**src/rtl/fetch_pkg.sv**
```systemverilog
// Shared types and constants for the instruction-fetch stage.
package fetch_pkg;

  localparam int XLEN_DEFAULT = 32;
  localparam logic [31:0] NOP_INSTR = 32'h0000_0013;

  typedef struct packed {
    logic [XLEN_DEFAULT-1:0] pc;
    logic [31:0]             instr;
  } fetch_entry_t;

endpackage

```
**src/rtl/fetch_fifo.sv**
```systemverilog
// Fetch queue: DEPTH-entry circular buffer with synchronous flush.
module fetch_fifo
  import fetch_pkg::*;
#(
  parameter int DEPTH = 4,
  parameter type entry_t = fetch_entry_t,
  localparam int CW = $clog2(DEPTH + 1),
  localparam int PW = (DEPTH > 1) ? $clog2(DEPTH) : 1
) (
  input  logic          clk,
  input  logic          rst,
  input  logic          flush,
  input  logic          push,
  input  entry_t        push_data,
  input  logic          pop,
  output entry_t        head,
  output logic [CW-1:0] count
);

  entry_t        mem [DEPTH];
  logic [PW-1:0] rd_ptr;
  logic [PW-1:0] wr_ptr;

  function automatic logic [PW-1:0] ptr_inc(input logic [PW-1:0] p);
    return (p == PW'(DEPTH - 1)) ? {PW{1'b0}} : p + PW'(1);
  endfunction

  // Pointer and occupancy tracking; flush discards same-cycle push and pop.
  always_ff @(posedge clk) begin
    if (rst || flush) begin
      rd_ptr <= {PW{1'b0}};
      wr_ptr <= {PW{1'b0}};
      count  <= {CW{1'b0}};
    end else begin
      if (push) begin
        wr_ptr <= ptr_inc(wr_ptr);
      end
      if (pop) begin
        rd_ptr <= ptr_inc(rd_ptr);
      end
      case ({push, pop})
        2'b10:   count <= count + CW'(1);
        2'b01:   count <= count - CW'(1);
        default: count <= count;
      endcase
    end
  end

  // Entry storage; stale contents are never observed because count gates validity.
  always_ff @(posedge clk) begin
    if (push && !flush && !rst) begin
      mem[wr_ptr] <= push_data;
    end
  end

  assign head = mem[rd_ptr];

endmodule

```
**src/rtl/fetch_unit.sv**
```systemverilog
// Instruction-fetch stage: PC generation, credit-limited memory requests,
// in-order response buffering and redirect with stale-response discard.
module fetch_unit
  import fetch_pkg::*;
#(
  parameter int               XLEN     = XLEN_DEFAULT,
  parameter logic [XLEN-1:0]  RESET_PC = '0,
  parameter int               DEPTH    = 4
) (
  input  logic            clk,
  input  logic            rst,
  input  logic            redirect_valid_in,
  input  logic [XLEN-1:0] redirect_pc_in,
  output logic            imem_req_out,
  output logic [XLEN-1:0] imem_addr_out,
  input  logic            imem_gnt_in,
  input  logic            imem_rvalid_in,
  input  logic [31:0]     imem_rdata_in,
  output logic            ifid_valid_out,
  input  logic            ifid_ready_in,
  output logic [XLEN-1:0] ifid_pc_out,
  output logic [XLEN-1:0] ifid_pc_plus_4_out,
  output logic [31:0]     ifid_instr_out
);

  localparam int CW = $clog2(DEPTH + 1);

  typedef struct packed {
    logic [XLEN-1:0] pc;
    logic [31:0]     instr;
  } entry_t;

  logic [XLEN-1:0] fetch_pc;
  logic [XLEN-1:0] resp_pc;
  logic [CW-1:0]   outstanding;
  logic [CW-1:0]   drop_cnt;
  logic [CW-1:0]   q_count;
  logic [XLEN-1:0] target;
  logic            credit;
  logic            fire;
  logic            resp;
  logic            drop;
  logic            q_push;
  logic            q_pop;
  entry_t          push_data;
  entry_t          head;

  // Handshake decode; a redirect blocks requests and queue traffic in its cycle.
  always_comb begin
    target       = redirect_pc_in & ~(XLEN'(3));
    credit       = ({1'b0, outstanding} + {1'b0, q_count}) < (CW + 1)'(DEPTH);
    imem_req_out = !rst && !redirect_valid_in && credit;
    fire         = imem_req_out && imem_gnt_in;
    resp         = imem_rvalid_in && (outstanding != {CW{1'b0}});
    drop         = resp && (drop_cnt != {CW{1'b0}});
    q_push       = resp && !drop && !redirect_valid_in;
    q_pop        = ifid_valid_out && ifid_ready_in && !redirect_valid_in;
    push_data    = '{pc: resp_pc, instr: imem_rdata_in};
  end

  // PC and in-flight bookkeeping; on redirect every still-outstanding request
  // becomes stale, so drop_cnt is simply what remains outstanding.
  always_ff @(posedge clk) begin
    if (rst) begin
      fetch_pc    <= RESET_PC;
      resp_pc     <= RESET_PC;
      outstanding <= {CW{1'b0}};
      drop_cnt    <= {CW{1'b0}};
    end else if (redirect_valid_in) begin
      fetch_pc    <= target;
      resp_pc     <= target;
      outstanding <= outstanding - CW'(resp);
      drop_cnt    <= outstanding - CW'(resp);
    end else begin
      fetch_pc    <= fire ? fetch_pc + XLEN'(4) : fetch_pc;
      resp_pc     <= q_push ? resp_pc + XLEN'(4) : resp_pc;
      outstanding <= outstanding + CW'(fire) - CW'(resp);
      drop_cnt    <= drop_cnt - CW'(drop);
    end
  end

  fetch_fifo #(
    .DEPTH   (DEPTH),
    .entry_t (entry_t)
  ) u_fifo (
    .clk       (clk),
    .rst       (rst),
    .flush     (redirect_valid_in),
    .push      (q_push),
    .push_data (push_data),
    .pop       (q_pop),
    .head      (head),
    .count     (q_count)
  );

  // IF/ID presentation; an empty queue shows a NOP at the next expected PC.
  always_comb begin
    imem_addr_out      = fetch_pc;
    ifid_valid_out     = (q_count != {CW{1'b0}});
    ifid_pc_out        = ifid_valid_out ? head.pc : resp_pc;
    ifid_pc_plus_4_out = ifid_pc_out + XLEN'(4);
    ifid_instr_out     = ifid_valid_out ? head.instr : NOP_INSTR;
  end

endmodule

```
**config.mk**
```make
export PLATFORM = sky130hd
export DESIGN_NAME = fetch_unit
export DESIGN_NICKNAME = d
export VERILOG_FILES = /design/src/rtl/fetch_pkg.sv /design/src/rtl/fetch_fifo.sv /design/src/rtl/fetch_unit.sv
export SDC_FILE = /design/constraint.sdc
export NUM_CORES = 1
export LEC_CHECK = 0
export ABC_AREA = 1
export CORE_AREA = 2 2 209 211
export CTS_BUF_LIST = sky130_fd_sc_hd__clkbuf_4 sky130_fd_sc_hd__clkbuf_8
export DETAILED_ROUTE_END_ITERATION = 8
export DIE_AREA = 0 0 211 213
export GPL_TIMING_DRIVEN = 0
export PLACE_DENSITY = 0.63
export SKIP_CTS_REPAIR_TIMING = 1
export SYNTH_ARGS = -nofsm -noshare
export SYNTH_HDL_FRONTEND = slang
export SYNTH_HIERARCHICAL = 1
export SYNTH_SLANG_ARGS = --single-unit
```
**constraint.sdc**
```tcl
create_clock -name clk -period 9.6 [get_ports clk]
set_input_delay 1.44 -clock clk [delete_from_list [all_inputs] [get_ports clk]]
set_output_delay 1.44 -clock clk [all_outputs]
set_load 0.1 [all_outputs]
```
Yosys cells after proc, flatten, opt, wreduce, memory -nomap -nowiden
Memories as Yosys holds them, arrays and structs flattened. A register that Yosys moved wholly into a read port is not among the register bits.
Cells that the tools add are included.

word-level totals
  memories kept = 1
  bits of input ports = 70
  memory bits (writable) = 256
  latch bits = 0
  logic and storage cells = 64
  register bits = 77
  ROM bits = 0
  output and inout bits = 130

operators by class
  eq/ne operators = 4
  shift-type cells = 0
  div/mod/pow operators = 0
  mux-type cells = 15
  reduce and logical (&&, ||, !) cells = 22
  bitwise gates (word level) = 0
  $lt $le $gt $ge = 1
  multiply operators = 0
  add/subtract/negate cells = 12

memories
  name        words  width  read ports  clocked after Yosys merged registers in  write ports  RTL line          RTL
  u_fifo.mem  4      64     1           1                                        1            fetch_fifo.sv:20  entry_t mem [DEPTH];

operator list
  kind                                                                           count
  32-bit 2-to-1 mux                                                              6
  32-bit by 3-bit adder with 32-bit output (second input constant)               3
  1-bit logical AND                                                              11
  3-bit nonzero test                                                             3
  3-bit by 1-bit subtractor with 3-bit output                                    3
  2-bit 2-to-1 mux                                                               4
  2-bit == test (second input constant)                                          3
  3-bit 2-to-1 mux                                                               2
  3-bit one-hot mux with 2 select lines                                          1
  2-bit nonzero test                                                             3
  2-bit by 1-bit adder with 2-bit output (second input constant)                 2
  3-bit by 3-bit adder with 4-bit output                                         1
  4-bit by 3-bit less-than comparator with 1-bit output (second input constant)  1
  3-bit by 1-bit adder with 3-bit output                                         1
  3-bit by 1-bit adder with 3-bit output (second input constant)                 1
  1-bit logical NOT                                                              3
  3-bit by 1-bit subtractor with 3-bit output (second input constant)            1
  2-bit by 1-bit == test with 1-bit output (second input constant)               1
  1-bit 2-to-1 mux                                                               2
  2-bit OR reduction                                                             1
  1-bit logical OR                                                               1

Logic depth before layout (Yosys ltp)
Gate-level depths: netlist of the first run.

  depth in word-level cells = 10
  mapped depth = 18
  mapped depth without buffers = 15

By module
The synthesis of the first run kept the hierarchy.

modules (own cells, without submodules)
  module      times used  area each (um^2)  cells each  sequential area each (um^2)
  fetch_fifo  1           9958.3            679         7867.5
  fetch_unit  1           6113.4            1089        1321.3

Worst setup path before layout of the first run
OpenSTA, ideal clock, no wires.

  path kind = register -> output
  start point = reg u_fifo.count[0]
  end point = out ifid_pc_plus_4_out[8]
  arrival time = 4.828 ns
  buffers on the path = 1
  cell stages (with the launch flop) = 11
  data required time = 8.160 ns
  setup slack = 3.332 ns
  cell sequence = dfxtp_1 -> nor2_4 -> nand2_4 -> o21ai_2 -> inv_1 -> ha_1 -> nand2_1 -> nor2_4 -> and3_1 -> buf_2 -> xor2_1

between the ends
  cells in the longest elaborated chain, start to end = 3

RTL lines
  element                                   RTL line           RTL
  from (decl)                               fetch_fifo.sv:17   output logic [CW-1:0] count
  from (signal assigned)                    fetch_fifo.sv:33   count <= {CW{1'b0}};
  from (signal assigned)                    fetch_fifo.sv:42   2'b10: count <= count + CW'(1);
  from (signal assigned)                    fetch_fifo.sv:43   2'b01: count <= count - CW'(1);
  3-bit nonzero test                        fetch_unit.sv:99   ifid_valid_out = (q_count != {CW{1'b0}});
  32-bit 2-to-1 mux                         fetch_unit.sv:100  ifid_pc_out = ifid_valid_out ? head.pc : resp_pc;
  named net ifid_pc_out[2]                  fetch_unit.sv:21   output logic [XLEN-1:0] ifid_pc_out,
  32-bit by 3-bit adder with 32-bit output  fetch_unit.sv:101  ifid_pc_plus_4_out = ifid_pc_out + XLEN'(4);
  to (decl)                                 fetch_unit.sv:22   output logic [XLEN-1:0] ifid_pc_plus_4_out,

The timed path passes the listed nets, and every way through them passes these cells.

==> results of run 1 <==
[state kept, by name, summed over array words and instances, names as in the netlist, named ones only]
signal / cells
outstanding: 3
resp_pc: 30
u_fifo/count: 3
u_fifo/mem: 256
u_fifo/wr_ptr: 2
imem_addr_out: 30
drop_cnt: 3
u_fifo/rd_ptr: 2
[layout make-up]
class	count	area, um^2	area share, %
Buffer	77	485	2.41
Tap cell	546	683	3.39
Sequential cell	331	9190	45.6
Timing Repair Buffer	204	2170	10.8
Clock inverter	21	123	0.608
Inverter	181	682	3.38
Multi-Input combinational cell	1188	5780	28.7
Clock buffer	83	1040	5.17
[synth_stat cells (all sizes together) (2+ instances only)]
cell	count	share of area [%]
a21oi	53	1.7
a31oi	13	0.51
and2	3	0.12
buf	46	2.3
clkbuf	31	0.76
clkinv	2	0.047
dfxtp	75	9.3
edfxtp	256	48
fa	2	0.25
ha	17	1.3
inv	179	4.2
nand2	344	8.3
nand3	112	3.5
nand3b	8	0.37
nand4	14	0.54
nor2	288	7.3
nor3	21	0.65
o211ai	5	0.23
o21ai	184	5.8
o21bai	2	0.093
o22ai	71	2.8
or2	7	0.27
xnor2	6	0.33
xor2	26	1.4
[per-stage QoR]
| stage | util (%) | hold WS (ns) | area (um^2) | cells |
|---|---|---|---|---|
| floorplan | - | 0.455 | 16100 | 1777 |
| global placement | 43.9 | 0.473 | 18700 | 2518 |
| detailed placement | 44.5 | 0.491 | 19000 | 2527 |
| CTS | 47.2 | 0.477 | 20200 | 2631 |
| global route | 47.2 | 0.522 | 20200 | 2631 |
| finish | 47.2 | 0.496 | 20200 | 2631 |
[metal layers]
layer | part of all wire [%] | routed length, um
met2 | 46 | 23200
met4 | 2.7 | 1350
met1 | 44 | 21900
met5 | 0 | 0
met3 | 7.0 | 3490
[worst max-delay path: stages, from the launching register on]
cell	delay, ns
dfxtp_1	0.37
buf_4	0.22
clkbuf_1	0.42
o21ai_0	0.19
o22ai_1	0.19
inv_1	0.06
nand2_1	0.08
o21ai_2	0.11
inv_1	0.11
ha_1	0.24
nand2_1	0.16
nor2_4	0.19
nand2_2	0.18
nor2_2	0.22
nand3_1	0.10
nand2_1	0.10
clkdlybuf4s50_1	1.14
[cells by family after synthesis]
family          count (synthesis)  synth area share (%)
buf+inv                       258                  7.26
compound gates                328                  11.0
xor+xnor                       32                  1.74
simple gates                  799                  21.2
other cells                     1                0.0233
flops                         331                  57.2
fa+ha+maj                      19                  1.57
[power by group]
part	internal (mW)	switching, mW
clock	0.700	0.590
combinational	0.253	0.845
sequential	1.61	0.0718
total	2.56	1.51
[path summary, 6_finish.rpt]
check	start	end	slack (ns)	cells after the start
worst max-delay path	flip-flop	ifid_pc_plus_4_out[28]	3.43	16
worst min-delay path	u_fifo/rd_ptr[1]$_SDFFE_PP0P_	flip-flop	0.50	2
worst max register to register	outstanding[1]$_SDFF_PP0_	u_fifo/mem[1][15]$_DFFE_PP_	6.01	11
worst min register to register	u_fifo/rd_ptr[1]$_SDFFE_PP0P_	flip-flop	0.50	2
==> impl_metrics.tcl, run 1 <==
set metrics [dict create \
    status "finished, final reports clean" \
    htreeDepth 2 \
    syn_area_um2 16100 \
    drcViolationCount 0 \
    worstSkewPairLatency_ns 0.67 \
    seq_area_frac_synth_pct 57.2 \
    hold_viol_final 0 \
    cp_max_fo 10 \
    vias 13700 \
    synth_flop_cell "edfxtp_1" \
    grt_busiest_layer "met2" \
    setup-violations-final 0 \
    grt_max_degree 27 \
    postSynthAreaPerCell_um2 9.09 \
    setup_slack_ns 3.43 \
    io_buffers 195 \
    fin_crit_ns 6.17 \
    cts_sinks 331 \
    worst-endpoint-arrival_ns 4.73 \
    synth-edff-count 256 \
    drt_wl_total_um 50000 \
    vias_per_cell 5.20 \
    boundaryPins 200 \
    ant_nets 0 \
    crit_required_ns 8.16 \
    layout_common_cells "nand2_1 (332), nor2_1 (268), edfxtp_1 (256)" \
    clk_path_buf_depth 3 \
    antennaDiodeCount 0 \
    cts_root_buffer "clkbuf_8" \
    cp-end-kind "primary output" \
    groute.layer.met2.usage_pct 36.7 \
    numCtsBuffers 56 \
    nFillCells 4012 \
    fmax_mhz 162 \
    start_util_pct 37.6 \
    rows 76 \
    dp_hpwl_um 35900 \
    synthToLayoutAreaGrowth_pct 25.4 \
    skew_ns 0.0438 \
    cts_tree "done" \
    gp_congestion 0.937 \
    cellPowerDensity_nw_per_um2 202 \
    core_um2 42700 \
    maxCapViolations 0 \
    met3_usage_pct 3.24 \
    final_nets 2128 \
    synth-async-reset-ratio_pct 0 \
    path_clk_slew_ns 0.06 \
    layout-drive-gt1-share_pct 9.69 \
    grt_usage_pct 22.2 \
    worstSetupPathType "reg2out" \
    drt_iter0_drc 1053 \
    finalMaxSlewViolations 0 \
    final_common_cell "nand2_1" \
    leakage_nw 7.58 \
    yosys_warnings 6 \
    grt_util_met1_pct 30.0 \
    die_width_um 211 \
    grt_pass1_wl_um 76100 \
    syn_inst 1768 \
    pre_cts_slack_ns 4.13 \
    yosys.cell_types.count 40 \
    start_kind "flip-flop" \
    drt-pass1-iter-count 5 \
    die_h_um 213 \
    tns_ns 0 \
    worst_slew_pin_slew_ns 1.06 \
    hp-class "reg2reg" \
    ys_ff_latch 331 \
    antenna_found_initial 0 \
    rsz0062_at_grt "no" \
    irDropWorstVdd_uv 104 \
    finalPower_mw 4.06 \
    grt_overflow_total 0 \
    wl_per_cell_um 19.0 \
    die_area_um2 44900 \
    period_share_pct 64.3 \
    max_slew_margin_pct 29.3 \
    grt_pass1_vias 13300 \
]
Power figures use the tool's default switching activity.
==> run 2, diff against run 1 <==
Settings changed: PLACE_DENSITY 0.63 to 0.65.
Clock period 9.6 ns to 5.3 ns, I/O delays scaled along.
==> impl_metrics.tcl, run 2 (same netlist as run 1, synthesis figures left out) <==
set metrics [dict create \
    skew_ns 0.0293 \
    leakage_nw 7.87 \
    cpMaxStageDelayCell "clkdlybuf4s50_1" \
    finalPower_mw 7.36 \
    maxCapViolations 0 \
    cp-end-kind "primary output" \
    fin_cells 2633 \
    antennaDiodeCount 0 \
    pre_cts_slack_ns 0.535 \
    boundaryPins 200 \
    path_clk_slew_ns 0.06 \
    final_common_cell "nand2_1" \
    dp_hpwl_um 35500 \
    wl_per_cell_um 19.1 \
    worst_slew_pin_slew_ns 1.05 \
    grt_overflow_total 0 \
    largest-register "u_fifo/mem" \
    largest_reg_flops 256 \
    rr_endpoint "u_fifo/mem[3][59]$_DFFE_PP_" \
    cts_tree "done" \
    numCtsBuffers 57 \
    status "finished, final reports clean" \
    grt_usage_pct 22.3 \
    final_nets 2128 \
    worst-endpoint-arrival_ns 4.26 \
    io_buffers 195 \
    cts_root_buffer "clkbuf_8" \
    core_um2 42700 \
    rsz0062_at_grt "no" \
    layout-drive-gt1-share_pct 9.73 \
    die_h_um 213 \
    hp-class "reg2reg" \
    irDropWorstVdd_uv 194 \
    drt-pass1-iter-count 5 \
    grt_pass1_wl_um 76700 \
    grt_max_degree 28 \
    hold_viol_final 0 \
    die_area_um2 44900 \
    layout_common_cells "nand2_1 (332), nor2_1 (268), edfxtp_1 (256)" \
    worstSkewPairLatency_ns 0.65 \
    start_kind "flip-flop" \
    drcViolationCount 0 \
    die_width_um 211 \
    clk_path_buf_depth 3 \
    vias 13700 \
    start_util_pct 37.6 \
    critPathCapture "ifid_pc_plus_4_out[6]" \
    utilization_pct 47.3 \
    setup_slack_ns 0.246 \
    synthToLayoutAreaGrowth_pct 25.5 \
    finalMaxSlewViolations 0 \
    max_slew_margin_pct 29.9 \
    gp_congestion 0.900 \
    hold_ws_ns 0.480 \
    ant_nets 0 \
    crit_required_ns 4.51 \
    worst-r2r-cell-count 11 \
    r2r-start "outstanding[1]$_SDFF_PP0_" \
    cts_sinks 331 \
    cellPowerDensity_nw_per_um2 365 \
    fin_crit_ns 5.05 \
    worstSetupPathType "reg2out" \
    r2r_slack_ns 1.83 \
    htreeDepth 2 \
    fmax_mhz 198 \
    rows 76 \
    cp_max_fo 10 \
    setup-violations-final 0 \
    slowest_delay_ns 1.15 \
    placed_cells 2526 \
    antenna_found_initial 0 \
    cp_cell_sequence "buf_4 -> clkbuf_1 -> o21ai_0 -> o22ai_1 -> inv_1 -> nand2_1 -> o21ai_2 -> inv_1 -> ha_1 -> nand2_1 -> nor2_4 -> xor2_2 -> clkdlybuf4s50_1" \
    period_share_pct 95.4 \
    drt_wl_total_um 50300 \
    drt_iter0_drc 1199 \
    vias_per_cell 5.20 \
    grt_pass1_vias 13200 \
]
[run 2: changes by cell type in the layout (fill, tap and decap cells not counted), moves of 5 or more]
cell	change
clkbuf_8	-9
clkdlybuf4s50_1	-21
xor2_2	+5
clkinv_2	-11
xor2_1	-5
clkbuf_4	+14
dlymetal6s2s_1	+20
clkinv_1	+8
[run 2: worst min path at each step]
stage	from	to	slack, ns	cells past startpoint
final	resp_pc[11]$_SDFFE_PP0P_	u_fifo/mem[0][43]$_DFFE_PP_	0.48	0
after global placement	resp_pc[11]$_SDFFE_PP0P_	u_fifo/mem[0][43]$_DFFE_PP_	0.47	0
after detailed placement	resp_pc[11]$_SDFFE_PP0P_	u_fifo/mem[1][43]$_DFFE_PP_	0.49	0
after global routing	resp_pc[11]$_SDFFE_PP0P_	u_fifo/mem[0][43]$_DFFE_PP_	0.51	0
after CTS	resp_pc[11]$_SDFFE_PP0P_	u_fifo/mem[0][43]$_DFFE_PP_	0.49	0
after floorplan	u_fifo/rd_ptr[1]$_SDFFE_PP0P_	flip-flop	0.46	2
[run 2: stage by stage]
stage | instance area [um^2] | setup TNS [ns]
after detailed placement | 19000 | 0
after global routing | 20200 | 0
after floorplan | 16200 | 0
after global placement | 18800 | -726.06
final | 20200 | 0
after CTS | 20100 | -1.02
[run 2: layout make-up]
type | count | area [um^2]
sequential | 331 | 9190
multi-input combinational | 1188 | 5820
buffer | 77 | 485
clock inverter | 19 | 124
tap | 546 | 683
timing repair buffer | 203 | 2160
inverter | 181 | 682
clock buffer | 88 | 1020
fill | 4006 | 22500
[run 2: power by group]
part / internal (mW) / total [mW] / switching, mW
clock: 1.28 / 2.33 / 1.05
sequential: 2.91 / 3.04 / 0.130
combinational: 0.454 / 1.99 / 1.54
[run 2: critical path, delay by kind of cell (launching register included)]
kind | cells | cell delay [ns]
compound gates | 3 | 0.49
xor+xnor | 1 | 0.17
fa+ha+maj | 1 | 0.20
buf+inv | 5 | 1.94
flops | 1 | 0.37
simple gates | 3 | 0.44
[run 2: metal layers]
metal / track usage (%) / vias up / wire, um / part of all wire, %
li1: - / 6526 / - / -
met1: 30.7 / 6474 / 22100 / 44
met2: 36.3 / 630 / 23300 / 46
met3: 2.97 / 68 / 3720 / 7.4
met4: 7.67 / 0 / 1200 / 2.4
met5: 0 / - / 0 / 0
